**config.mk**
```make
export PLATFORM = sky130hd
export DESIGN_NAME = drc_axi_burst_writer
export DESIGN_NICKNAME = d
export VERILOG_FILES = /design/src/rtl/drc_pkg.sv /design/src/rtl/drc_sync_fifo.sv /design/src/rtl/drc_axi_burst_writer.sv
export SDC_FILE = /design/constraint.sdc
export NUM_CORES = 1
export LEC_CHECK = 0
export ABC_AREA = 0
export ABC_CLOCK_PERIOD_IN_PS = 2800
export BUFFER_PORTS_ARGS = -buffer_cell sky130_fd_sc_hd__buf_2
export CAP_MARGIN = 20
export CORE_AREA = 2 2 215 217
export DETAILED_ROUTE_END_ITERATION = 7
export DIE_AREA = 0 0 217 219
export GPL_TIMING_DRIVEN = 0
export PLACE_DENSITY_LB_ADDON = 0.05
export SLEW_MARGIN = 25
export SYNTH_ARGS = -nofsm -noshare
export SYNTH_HDL_FRONTEND = slang
export SYNTH_SLANG_ARGS = --single-unit
```
**constraint.sdc**
```tcl
create_clock -name i_clk -period 2.8 [get_ports i_clk]
set_clock_uncertainty 0.05 [all_clocks]
set_input_delay 0.7 -clock i_clk [delete_from_list [all_inputs] [get_ports i_clk]]
set_output_delay 0.7 -clock i_clk [all_outputs]
set_load 0.01 [all_outputs]
```
**src/rtl/drc_pkg.sv**
```systemverilog
// Shared descriptor layout, AXI encodings and FSM state type for the DMA read controller
// write path.
package drc_pkg;

    localparam int unsigned DESC_W        = 40;
    localparam int unsigned DESC_CNT_LSB  = 0;
    localparam int unsigned DESC_CNT_W    = 8;
    localparam int unsigned DESC_ADDR_LSB = 8;
    localparam int unsigned DESC_ADDR_W   = 32;

    localparam logic [1:0] AXI_BURST_INCR    = 2'b01;
    localparam logic [3:0] AXI_CACHE_DEFAULT = 4'b0011;
    localparam logic [2:0] AXI_PROTO_DEFAULT = 3'b000;
    localparam logic [1:0] AXI_RESP_SLVERR   = 2'b10;
    localparam logic [1:0] AXI_RESP_DECERR   = 2'b11;

    typedef enum logic [1:0] {
        StIdle,
        StAddr,
        StData
    } wr_state_e;

endpackage

```
**src/rtl/drc_sync_fifo.sv**
```systemverilog
// Small synchronous FIFO with an occupancy count; the caller guarantees it never over- or
// under-flows.
module drc_sync_fifo #(
    parameter  int unsigned p_width = 1,
    parameter  int unsigned p_depth = 4,
    localparam int unsigned CNT_W   = $clog2(p_depth + 1)
) (
    input  logic               i_clk,
    input  logic               i_rst_n,
    input  logic               i_push,
    input  logic [p_width-1:0] i_wdata,
    input  logic               i_pop,
    output logic [p_width-1:0] o_rdata,
    output logic [CNT_W-1:0]   o_count
);

    localparam int unsigned PTR_W = (p_depth > 1) ? $clog2(p_depth) : 1;
    localparam logic [PTR_W-1:0] PTR_LAST = PTR_W'(p_depth - 1);

    logic [p_width-1:0] r_mem [p_depth];
    logic [PTR_W-1:0]   r_wr_ptr;
    logic [PTR_W-1:0]   r_rd_ptr;
    logic [CNT_W-1:0]   r_count;

    always_ff @(posedge i_clk) begin
        if (i_push) begin
            r_mem[r_wr_ptr] <= i_wdata;
        end
    end

    always_ff @(posedge i_clk or negedge i_rst_n) begin
        if (!i_rst_n) begin
            r_wr_ptr <= '0;
            r_rd_ptr <= '0;
            r_count  <= '0;
        end else begin
            if (i_push) begin
                r_wr_ptr <= (r_wr_ptr == PTR_LAST) ? '0 : r_wr_ptr + 1'b1;
            end
            if (i_pop) begin
                r_rd_ptr <= (r_rd_ptr == PTR_LAST) ? '0 : r_rd_ptr + 1'b1;
            end
            unique case ({i_push, i_pop})
                2'b10:   r_count <= r_count + 1'b1;
                2'b01:   r_count <= r_count - 1'b1;
                default: r_count <= r_count;
            endcase
        end
    end

    assign o_rdata = r_mem[r_rd_ptr];
    assign o_count = r_count;

endmodule

```
**src/rtl/drc_axi_burst_writer.sv**
```systemverilog
// AXI4 write master: round-robin over descriptor/data FIFO pairs, one INCR burst per
// descriptor, with a bounded number of bursts awaiting B and per-path sticky error flags.
module drc_axi_burst_writer
    import drc_pkg::*;
#(
    parameter int unsigned p_paths           = 2,
    parameter int unsigned p_data_width      = 128,
    parameter int unsigned p_max_outstanding = 4
) (
    input  logic                            i_clk,
    input  logic                            i_rst_n,
    input  logic [p_paths-1:0]              i_paths_burst_empty,
    input  logic [p_paths*DESC_W-1:0]       i_paths_burst_in,
    output logic [p_paths-1:0]              o_paths_burst_rd,
    input  logic [p_paths-1:0]              i_paths_data_empty,
    input  logic [p_paths*p_data_width-1:0] i_paths_data_in,
    output logic [p_paths-1:0]              o_paths_data_rd,
    output logic [31:0]                     awaddr,
    output logic [7:0]                      awlen,
    output logic [2:0]                      awsize,
    output logic [1:0]                      awburst,
    output logic [3:0]                      awcache,
    output logic [2:0]                      awproto,
    output logic                            awvalid,
    input  logic                            awready,
    output logic [p_data_width-1:0]         wdata,
    output logic [p_data_width/8-1:0]       wstrb,
    output logic                            wlast,
    output logic                            wvalid,
    input  logic                            wready,
    input  logic [1:0]                      bresp,
    input  logic                            bvalid,
    output logic                            bready,
    output logic [p_paths-1:0]              o_err,
    input  logic [p_paths-1:0]              i_err_clr,
    output logic                            o_busy
);

    localparam int unsigned TAG_W = (p_paths > 1) ? $clog2(p_paths) : 1;
    localparam int unsigned CNT_W = $clog2(p_max_outstanding + 1);

    wr_state_e          r_state;
    logic [TAG_W-1:0]   r_last;
    logic [TAG_W-1:0]   r_gnt;
    logic [31:0]        r_awaddr;
    logic [7:0]         r_awlen;
    logic [7:0]         r_beats;
    logic               r_awvalid;
    logic [p_paths-1:0] r_burst_rd;
    logic [p_paths-1:0] r_err;

    logic               w_grant_vld;
    logic [TAG_W-1:0]   w_grant;
    logic [TAG_W-1:0]   w_idx;
    logic [DESC_W-1:0]  w_desc;
    logic [7:0]         w_cnt_m1;
    logic               w_can_issue;
    logic               w_aw_hs;
    logic               w_w_hs;
    logic               w_b_hs;
    logic               w_b_err;
    logic [TAG_W-1:0]   w_tag;
    logic [CNT_W-1:0]   w_count;
    logic [p_paths-1:0] w_err_set;
    logic [p_paths-1:0] w_data_rd;

    // First non-empty path strictly after the last grant, wrapping around.
    always_comb begin
        w_grant_vld = 1'b0;
        w_grant     = '0;
        w_idx       = '0;
        for (int unsigned i = 1; i <= p_paths; i++) begin
            w_idx = TAG_W'((32'(r_last) + i) % p_paths);
            if (!w_grant_vld && !i_paths_burst_empty[w_idx]) begin
                w_grant_vld = 1'b1;
                w_grant     = w_idx;
            end
        end
    end

    assign w_desc      = i_paths_burst_in[w_grant*DESC_W +: DESC_W];
    assign w_cnt_m1    = w_desc[DESC_CNT_LSB +: DESC_CNT_W] - 8'd1;
    assign w_can_issue = (w_count < CNT_W'(p_max_outstanding));

    assign w_aw_hs = r_awvalid && awready;
    assign w_w_hs  = wvalid && wready;
    assign w_b_hs  = bvalid && bready;
    assign w_b_err = bresp inside {AXI_RESP_SLVERR, AXI_RESP_DECERR};

    always_ff @(posedge i_clk or negedge i_rst_n) begin
        if (!i_rst_n) begin
            r_state    <= StIdle;
            r_last     <= TAG_W'(p_paths - 1);
            r_gnt      <= '0;
            r_awaddr   <= '0;
            r_awlen    <= '0;
            r_beats    <= '0;
            r_awvalid  <= 1'b0;
            r_burst_rd <= '0;
        end else begin
            r_burst_rd <= '0;
            unique case (r_state)
                StIdle: begin
                    if (w_grant_vld && w_can_issue) begin
                        r_gnt               <= w_grant;
                        r_last              <= w_grant;
                        r_awaddr            <= w_desc[DESC_ADDR_LSB +: DESC_ADDR_W];
                        r_awlen             <= w_cnt_m1;
                        r_beats             <= w_cnt_m1;
                        r_awvalid           <= 1'b1;
                        r_burst_rd[w_grant] <= 1'b1;
                        r_state             <= StAddr;
                    end
                end
                StAddr: begin
                    if (awready) begin
                        r_awvalid <= 1'b0;
                        r_state   <= StData;
                    end
                end
                StData: begin
                    if (w_w_hs) begin
                        if (r_beats == 8'd0) begin
                            r_state <= StIdle;
                        end else begin
                            r_beats <= r_beats - 8'd1;
                        end
                    end
                end
                default: r_state <= StIdle;
            endcase
        end
    end

    // Tag FIFO occupancy doubles as the outstanding-burst count.
    drc_sync_fifo #(
        .p_width (TAG_W),
        .p_depth (p_max_outstanding)
    ) u_tag_fifo (
        .i_clk   (i_clk),
        .i_rst_n (i_rst_n),
        .i_push  (w_aw_hs),
        .i_wdata (r_gnt),
        .i_pop   (w_b_hs),
        .o_rdata (w_tag),
        .o_count (w_count)
    );

    always_comb begin
        w_err_set = '0;
        if (w_b_hs && w_b_err) begin
            w_err_set[w_tag] = 1'b1;
        end
    end

    always_ff @(posedge i_clk or negedge i_rst_n) begin
        if (!i_rst_n) begin
            r_err <= '0;
        end else begin
            r_err <= (r_err & ~i_err_clr) | w_err_set;
        end
    end

    always_comb begin
        w_data_rd        = '0;
        w_data_rd[r_gnt] = w_w_hs;
    end

    assign o_paths_burst_rd = r_burst_rd;
    assign o_paths_data_rd  = w_data_rd;

    assign awaddr  = r_awaddr;
    assign awlen   = r_awlen;
    assign awsize  = 3'($clog2(p_data_width / 8));
    assign awburst = AXI_BURST_INCR;
    assign awcache = AXI_CACHE_DEFAULT;
    assign awproto = AXI_PROTO_DEFAULT;
    assign awvalid = r_awvalid;

    assign wdata  = i_paths_data_in[r_gnt*p_data_width +: p_data_width];
    assign wstrb  = '1;
    assign wvalid = (r_state == StData) && !i_paths_data_empty[r_gnt];
    assign wlast  = (r_state == StData) && (r_beats == 8'd0);

    assign bready = (w_count != '0);
    assign o_err  = r_err;
    assign o_busy = (r_state != StIdle) || (w_count != '0);

endmodule

```
### Word-level counts from Yosys, hierarchy flattened

Memory sizes are Yosys's and may differ from the RTL's.
Index checks and enable logic that the tools add are counted.

| storage, ports and cells | value |
|---|---|
| output and inout port bits | 207 |
| memory bits (writable) | 4 |
| memories | 1 |
| logic and storage cells | 112 |
| register bits after elaboration | 64 |

Memories:

| memory | depth | width | rd ports | clocked after Yosys merged registers in | wr ports | RTL line | source |
|---|---|---|---|---|---|---|---|
| u_tag_fifo.r_mem | 4 | 1 | 1 | 0 | 1 | drc_sync_fifo.sv:20 | `logic [p_width-1:0] r_mem [p_depth];` |

| operators by class | value |
|---|---|
| muxes and demuxes | 36 |
| shifts and indexed selects | 2 |
| bitwise logic cells | 4 |
| $add $sub $neg | 8 |
| reduce and logical (&&, ||, !) cells | 26 |
| equal/unequal tests | 13 |
| multipliers | 1 |
| order comparisons | 9 |

Operators with widths:

| cell | count |
|---|---|
| 256-bit by 9-bit indexed part select with 128-bit output | 1 |
| 80-bit by 8-bit indexed part select with 40-bit output | 1 |
| 8-bit two-way mux | 3 |
| 2-bit two-way mux | 9 |
| 1-bit two-way mux | 17 |
| 8-bit one-hot mux with 2 select lines | 1 |
| 8-bit by 1-bit subtractor with 8-bit output (second input constant) | 2 |
| 2-bit == test (second input constant) | 6 |
| 1-bit logical AND | 11 |
| 1-bit by 2-bit less-than comparator with 1-bit output (second input constant) | 5 |
| 2-bit inequality test (second input constant) | 5 |
| 2-bit nonzero test | 5 |
| 8-bit zero test | 1 |
| 4-bit AND reduction | 2 |
| 2-bit one-hot mux with 3 select lines | 1 |
| 3-bit one-hot mux with 2 select lines | 1 |
| 2-bit by 1-bit adder with 2-bit output (second input constant) | 2 |
| 2-bit AND | 2 |
| 2-bit by 1-bit == test with 1-bit output (second input constant) | 2 |
| 1-bit by 3-bit multiplier with 4-bit output (second input constant) | 1 |
| 3-bit by 1-bit adder with 3-bit output (second input constant) | 1 |
| 1-bit demux with 1-bit select | 3 |
| 1-bit >= comparator (second input constant) | 3 |
| 3-bit less-than comparator (second input constant) | 1 |
| other kinds (11) | 13 |

### Longest topological paths before layout

| logic depth | value |
|---|---|
| depth after elaboration | 12 |
| depth in mapped cells | 11 |
| depth with buffers taken out | 9 |

### Modules after synthesis

Synthesis repeated with hierarchy kept, for this count alone.

| second synthesis, totals | value |
|---|---|
| cell total of the unflattened synthesis | 517 |
| area total of the unflattened synthesis | 5247.5 µm² |

Modules (own cells, without submodules):

| module | area each (µm²) | sequential area each (µm²) | instances | cells an instance |
|---|---|---|---|---|
| drc_axi_burst_writer | 4705.8 | 1427.6 | 1 | 479 |
| drc_sync_fifo | 541.8 | 295.3 | 1 | 38 |

### Worst setup path after synthesis

OpenSTA, ideal clock, no wires.

| timing | value |
|---|---|
| path type | input to register |
| start | input port i_paths_burst_empty[0] |
| end | register r_beats[6] |
| arrival | 2.492 ns |
| setup slack | 0.135 ns |
| stages | 11 |
| required time | 2.627 ns |
| path through | nor2b_1 nor2_2 buf_4 buf_6 mux2i_1 ha_1 nand2b_1 nor4_1 xnor2_1 mux2i_1 o221a_2 |

| between the ends | value |
|---|---|
| word-level cells in the longest chain between the ends | 10 |

RTL lines:

| element | RTL line | source |
|---|---|---|
| start, declared | drc_axi_burst_writer.sv:12 | `input logic [p_paths-1:0] i_paths_burst_empty,` |
| 1-bit two-way mux (not written as such) (2 in a row) | drc_axi_burst_writer.sv:74 | `if (!w_grant_vld && !i_paths_burst_empty[w_idx]) begin` |
| 1-bit zero test | drc_axi_burst_writer.sv:74 |  |
| 1-bit logical AND | drc_axi_burst_writer.sv:74 |  |
| 1-bit two-way mux | drc_axi_burst_writer.sv:74 |  |
| 1-bit by 3-bit multiplier with 4-bit output | drc_axi_burst_writer.sv:81 | `assign w_desc = i_paths_burst_in[w_grant*DESC_W +: DESC_W];` |
| 80-bit by 8-bit indexed part select with 40-bit output | drc_axi_burst_writer.sv:81 |  |
| 8-bit by 1-bit subtractor with 8-bit output | drc_axi_burst_writer.sv:82 | `assign w_cnt_m1 = w_desc[DESC_CNT_LSB +: DESC_CNT_W] - 8'd1;` |
| 8-bit two-way mux | drc_axi_burst_writer.sv:104 | `if (w_grant_vld && w_can_issue) begin` |
| 8-bit one-hot mux with 2 select lines | drc_axi_burst_writer.sv:102 | `unique case (r_state)` |
| end signal, assigned | drc_axi_burst_writer.sv:109 | `r_beats <= w_cnt_m1;` |
| end signal, assigned | drc_axi_burst_writer.sv:126 | `r_beats <= r_beats - 8'd1;` |
| end, declared | drc_axi_burst_writer.sv:47 | `logic [7:0] r_beats;` |

Parallel ways exist; a longest one is shown, timed or not. The select of a mux whose other input is x is not followed.
A chain may end at the register's enable or synchronous reset.

### Worst setup path in the final report

| timing | value |
|---|---|
| start | register r_gnt |
| end | output port wdata[97] |

| between the ends | value |
|---|---|
| word-level cells in the longest chain between the ends | 1 |

RTL lines:

| element | RTL line | source |
|---|---|---|
| start, declared | drc_axi_burst_writer.sv:44 | `logic [TAG_W-1:0] r_gnt;` |
| start signal, assigned | drc_axi_burst_writer.sv:105 | `r_gnt <= w_grant;` |
| 256-bit by 9-bit indexed part select with 128-bit output | drc_axi_burst_writer.sv:180 | `assign wdata = i_paths_data_in[r_gnt*p_data_width +: p_data_width];` |
| end, declared | drc_axi_burst_writer.sv:26 | `output logic [p_data_width-1:0] wdata,` |

No other way between the ends.

==> metrics.md <==
| Metric | Value |
|---|---|
| Status | finished clean |
| Final WL | 38400 um |
| Switching Fraction | 43.3% |
| DRT Pass-1 Iters | 4 |
| CP max stage delay | 0.42 ns |
| Ys async rst share | 94.1% |
| Fin Setup TNS | 0 ns |
| Clk slew on worst S/H paths | 0.06 ns |
| Violation count after the first detailed-route iteration | 188 |
| Syn_area_per_cell | 10.0 um^2 |
| Reg2reg start | r_last |
| Power Total | 7.69 mW |
| Synthesized flop and latch total | 68 |
| Chip width | 217 um |
| Internal power | 4.36 mW |
| Average routed wire per standard cell | 22.3 um |
| Pleak | 4.77 nW |
| Post-Syn Area | 5260 um^2 |
| Main combinational cell family by area after synthesis | multiplexers |
| RSZ-0062 raised after global routing | false |
| Hold WS | 0.261 ns |
| R2r worst-path depth | 10 |
| Clk buf depth | 2 |
| First-pass GRT wire length | 51400 um |
| Share of layout cells above drive strength 1 | 68.4% |
| Vias in the first global route | 6332 |
| Final net count | 1455 |
| Grt total ovfl | 0 |
| CP max FO | 10 |
| Yosys cell types | 48 |
| Crit-path cells | buf_6 > clkbuf_8 > buf_2 > mux2_2 > buf_2 |
| Crit Path Category | reg -> out |
| Area share of fa/ha/maj cells after synthesis | 2.29% |
| Power Density | 825 nW/um^2 |
| Area grow syn2layout | 77.1% |
| Slowest-stage cell, CP | dfrtp_2 |
| Max Cap Violations | 0 |
| Largest net degree at the start of global routing | 35 |
| FP Rows | 78 |
| Max-slew violation count | 0 |
| Most used flip-flop cell after synthesis | dfrtp_1 |
| Post-synthesis mux area share | 36.5% |
| Final RePlAce weighted congestion | 0.829 |
| Vert. Die Dim | 219 um |
| Crit. End Element | output port |
| Core Area | 45100 um^2 |
| Antenna violations before repair | 42 |
| Worst setup margin | 0.108 ns |
| Gate power share | 60.5% |
| Port bufs | 526 |
| Least-Margin Pin Slew | 0.532 ns |
| Final-report hold violation count | 0 |
| DRT antenna net count | 0 |
| Crit path top cell by count | buf_2 |
| Simple-gate share of the synthesized area | 10.1% |
| IO Count | 556 |
| Min Tclk post-route | 2.69 ns |
| DR vias/cell | 3.57 |
| Mapped Cells | 524 |
| Final period util | 96.1% |
| Max Freq | 372 MHz |
| Initial Utilization | 11.7% |
| Cts bufs inserted | 9 |
| Clock power share | 16.3% |
| DRC | 0 |
| Syn. warnings | 0 |
| Global-route usage over all layers | 15.6% |
| Clock sinks | 68 |
| Critical path data required time | 2.05 ns |
| R2R Setup Slk | 0.19 ns |
| R2r endpoint | awlen[6] |
| DP HPWL | 34400 um |
| Hold Buf Count CTS | 0 |
| EDFF count, synth | 4 |
| Crit path DAT | 1.94 ns |
| Reg power frac | 23.1% |
| Synth Area in XOR/XNOR | 2.17% |
| Maximum vdd drop | 0.322 mV |
| Net Switching | 3.33 mW |
| Clock latency on the worst-skew pair | 0.34 ns |
| H-tree Lvls | 3 |
| Via count | 6149 |
| Slew HR | 64.2% |
| CTS tree | done |
| Post-synthesis sequential area ratio | 32.8% |
| Clock root cell | clkbuf_16 |
| Critical Path Start Type | register |
| Min-Delay Path Class | in -> async |
| Die area | 47500 um^2 |
| Post-synthesis compound-gate area fraction | 7.86% |
| Final setup violation count | 0 |
| Pre-CTS setup slack | -0.751 ns |
[placed cells by master, fill, tap and decap left out, types with 4 or more instances in the layout]
cell type  instances
buf_4             42
nand2b_1           4
ha_1               7
nand2_1           55
clkbuf_16          9
mux2i_1           38
a21o_1             4
edfxtp_1           4
nor3_1             6
conb_1            28
a21oi_1            7
dfrtp_1           62
o21ai_0           46
clkbuf_2           4
and3_1             5
nand3_1            6
xnor2_1            7
xor2_1             6
buf_2            534
diode_2           19
mux2_2           132
and2_1             4
nor2_1            17
inv_1             12
clkbuf_1           7
[critical path: cells and delay by family, from the launching register on]
family   cells  cell delay, ns
buf+inv      4            0.79
flops        1            0.42
mux          1            0.38
[stage by stage]
| stage | cells | utilization (%) | cell area [um^2] |
|---|---|---|---|
| detailed placement | 1677 | 19.4 | 8760 |
| global route | 1703 | 20.5 | 9270 |
| CTS | 1694 | 20.3 | 9140 |
| finish | 1721 | 20.6 | 9310 |
| floorplan | 550 | - | 5350 |
| global placement | 1676 | 19.4 | 8740 |
[final cells by class]
class	instances	area [um^2]
Fill cell	5142	35800
Multi-Input combinational cell	409	3270
Timing Repair Buffer	536	2720
Sequential cell	68	1720
Tap cell	600	751
Buffer	61	434
Clock buffer	11	243
Clock inverter	5	75.1
Antenna cell	19	47.5
Inverter	12	45.0
[worst max path at each step]
| stage | start | depth (start not counted) | slack, ns | endpoint |
|---|---|---|---|---|
| 2_1_floorplan | i_paths_burst_empty[0] | 11 | 0.14 | r_beats[6] |
| 3_3_place_gp | i_paths_burst_empty[0] | 12 | -0.78 | r_beats[4] |
| 3_5_place_dp | i_paths_burst_empty[0] | 12 | -0.75 | r_beats[4] |
| 4_1_cts | i_paths_burst_empty[0] | 12 | 0.02 | r_beats[4] |
| 5_1_grt | r_gnt | 5 | 0.003 | wdata[97] |
| 6_report | r_gnt | 5 | 0.11 | wdata[97] |
[cell usage after synthesis, types with 2 or more instances]
cell | n | area share [%]
buf_2 | 15 | 1.4
mux2i_1 | 41 | 7.8
nand2b_1 | 5 | 0.60
xnor2_1 | 7 | 1.2
buf_6 | 3 | 0.64
nand4_1 | 3 | 0.36
a21oi_1 | 7 | 0.67
ha_1 | 8 | 1.9
a21o_1 | 4 | 0.57
buf_4 | 30 | 4.3
mux2_2 | 132 | 28
o21ai_0 | 46 | 4.4
and3_1 | 5 | 0.60
nand2_1 | 55 | 3.9
and2_1 | 4 | 0.48
nor3_1 | 6 | 0.57
nor2_1 | 17 | 1.2
edfxtp_1 | 4 | 2.3
conb_1 | 2 | 0.14
buf_1 | 2 | 0.14
or3_1 | 3 | 0.36
inv_1 | 12 | 0.86
clkbuf_1 | 11 | 0.79
o21ai_2 | 2 | 0.33
xor2_1 | 6 | 1.0
nor4_1 | 2 | 0.24
nand3_1 | 6 | 0.57
a211oi_1 | 2 | 0.29
nor2b_1 | 2 | 0.24
nor3b_1 | 2 | 0.29
dfrtp_1 | 63 | 30
[power groups by stage]
| stage | logic (mW) | clock network, mW | registers, mW |
|---|---|---|---|
| after floorplan | 2.45 | 0 | 1.88 |
| after global placement | 4.67 | 0 | 1.79 |
| after detailed placement | 4.65 | 0 | 1.79 |
| after CTS | 4.72 | 1.31 | 1.78 |
| after global routing | 5.09 | 1.35 | 1.85 |
| final | 4.65 | 1.25 | 1.78 |
[layer usage]
metal | GRT usage, % | share of wire [%] | vias to the layer above
li1 | - | - | 2975
met1 | 17.3 | 38 | 2823
met2 | 27.7 | 50 | 291
met3 | 7.40 | 11 | 42
met4 | 2.26 | 0.86 | 18
met5 | 0 | 0.29 | -
[registers in the layout (all words and copies together) (netlist names)]
signal	flops
r_last	1
awaddr	32
r_gnt	1
r_state	2
awvalid	1
awlen	8
u_tag_fifo.r_mem	4
o_err	2
u_tag_fifo.r_wr_ptr	2
r_beats	8
u_tag_fifo.o_count	3
u_tag_fifo.r_rd_ptr	2
o_paths_burst_rd	2
[repair_timing]
item                       4_1_cts  5_1_grt
setup endpoints to repair      125       24
pin swaps                        0        4
buffers inserted                 1        8
resized for setup               18       15
[kinds of logic (layout without fill, tap and decap cells)]
group           Yosys count  in the layout
buf+inv                  73            625
flops                    68             68
other cells               2             47
compound gates           71             71
fa+ha+maj                 9              9
simple gates            114            114
xor+xnor                 13             13
mux                     174            174
No activity file was read; power rests on OpenSTA's default activity.
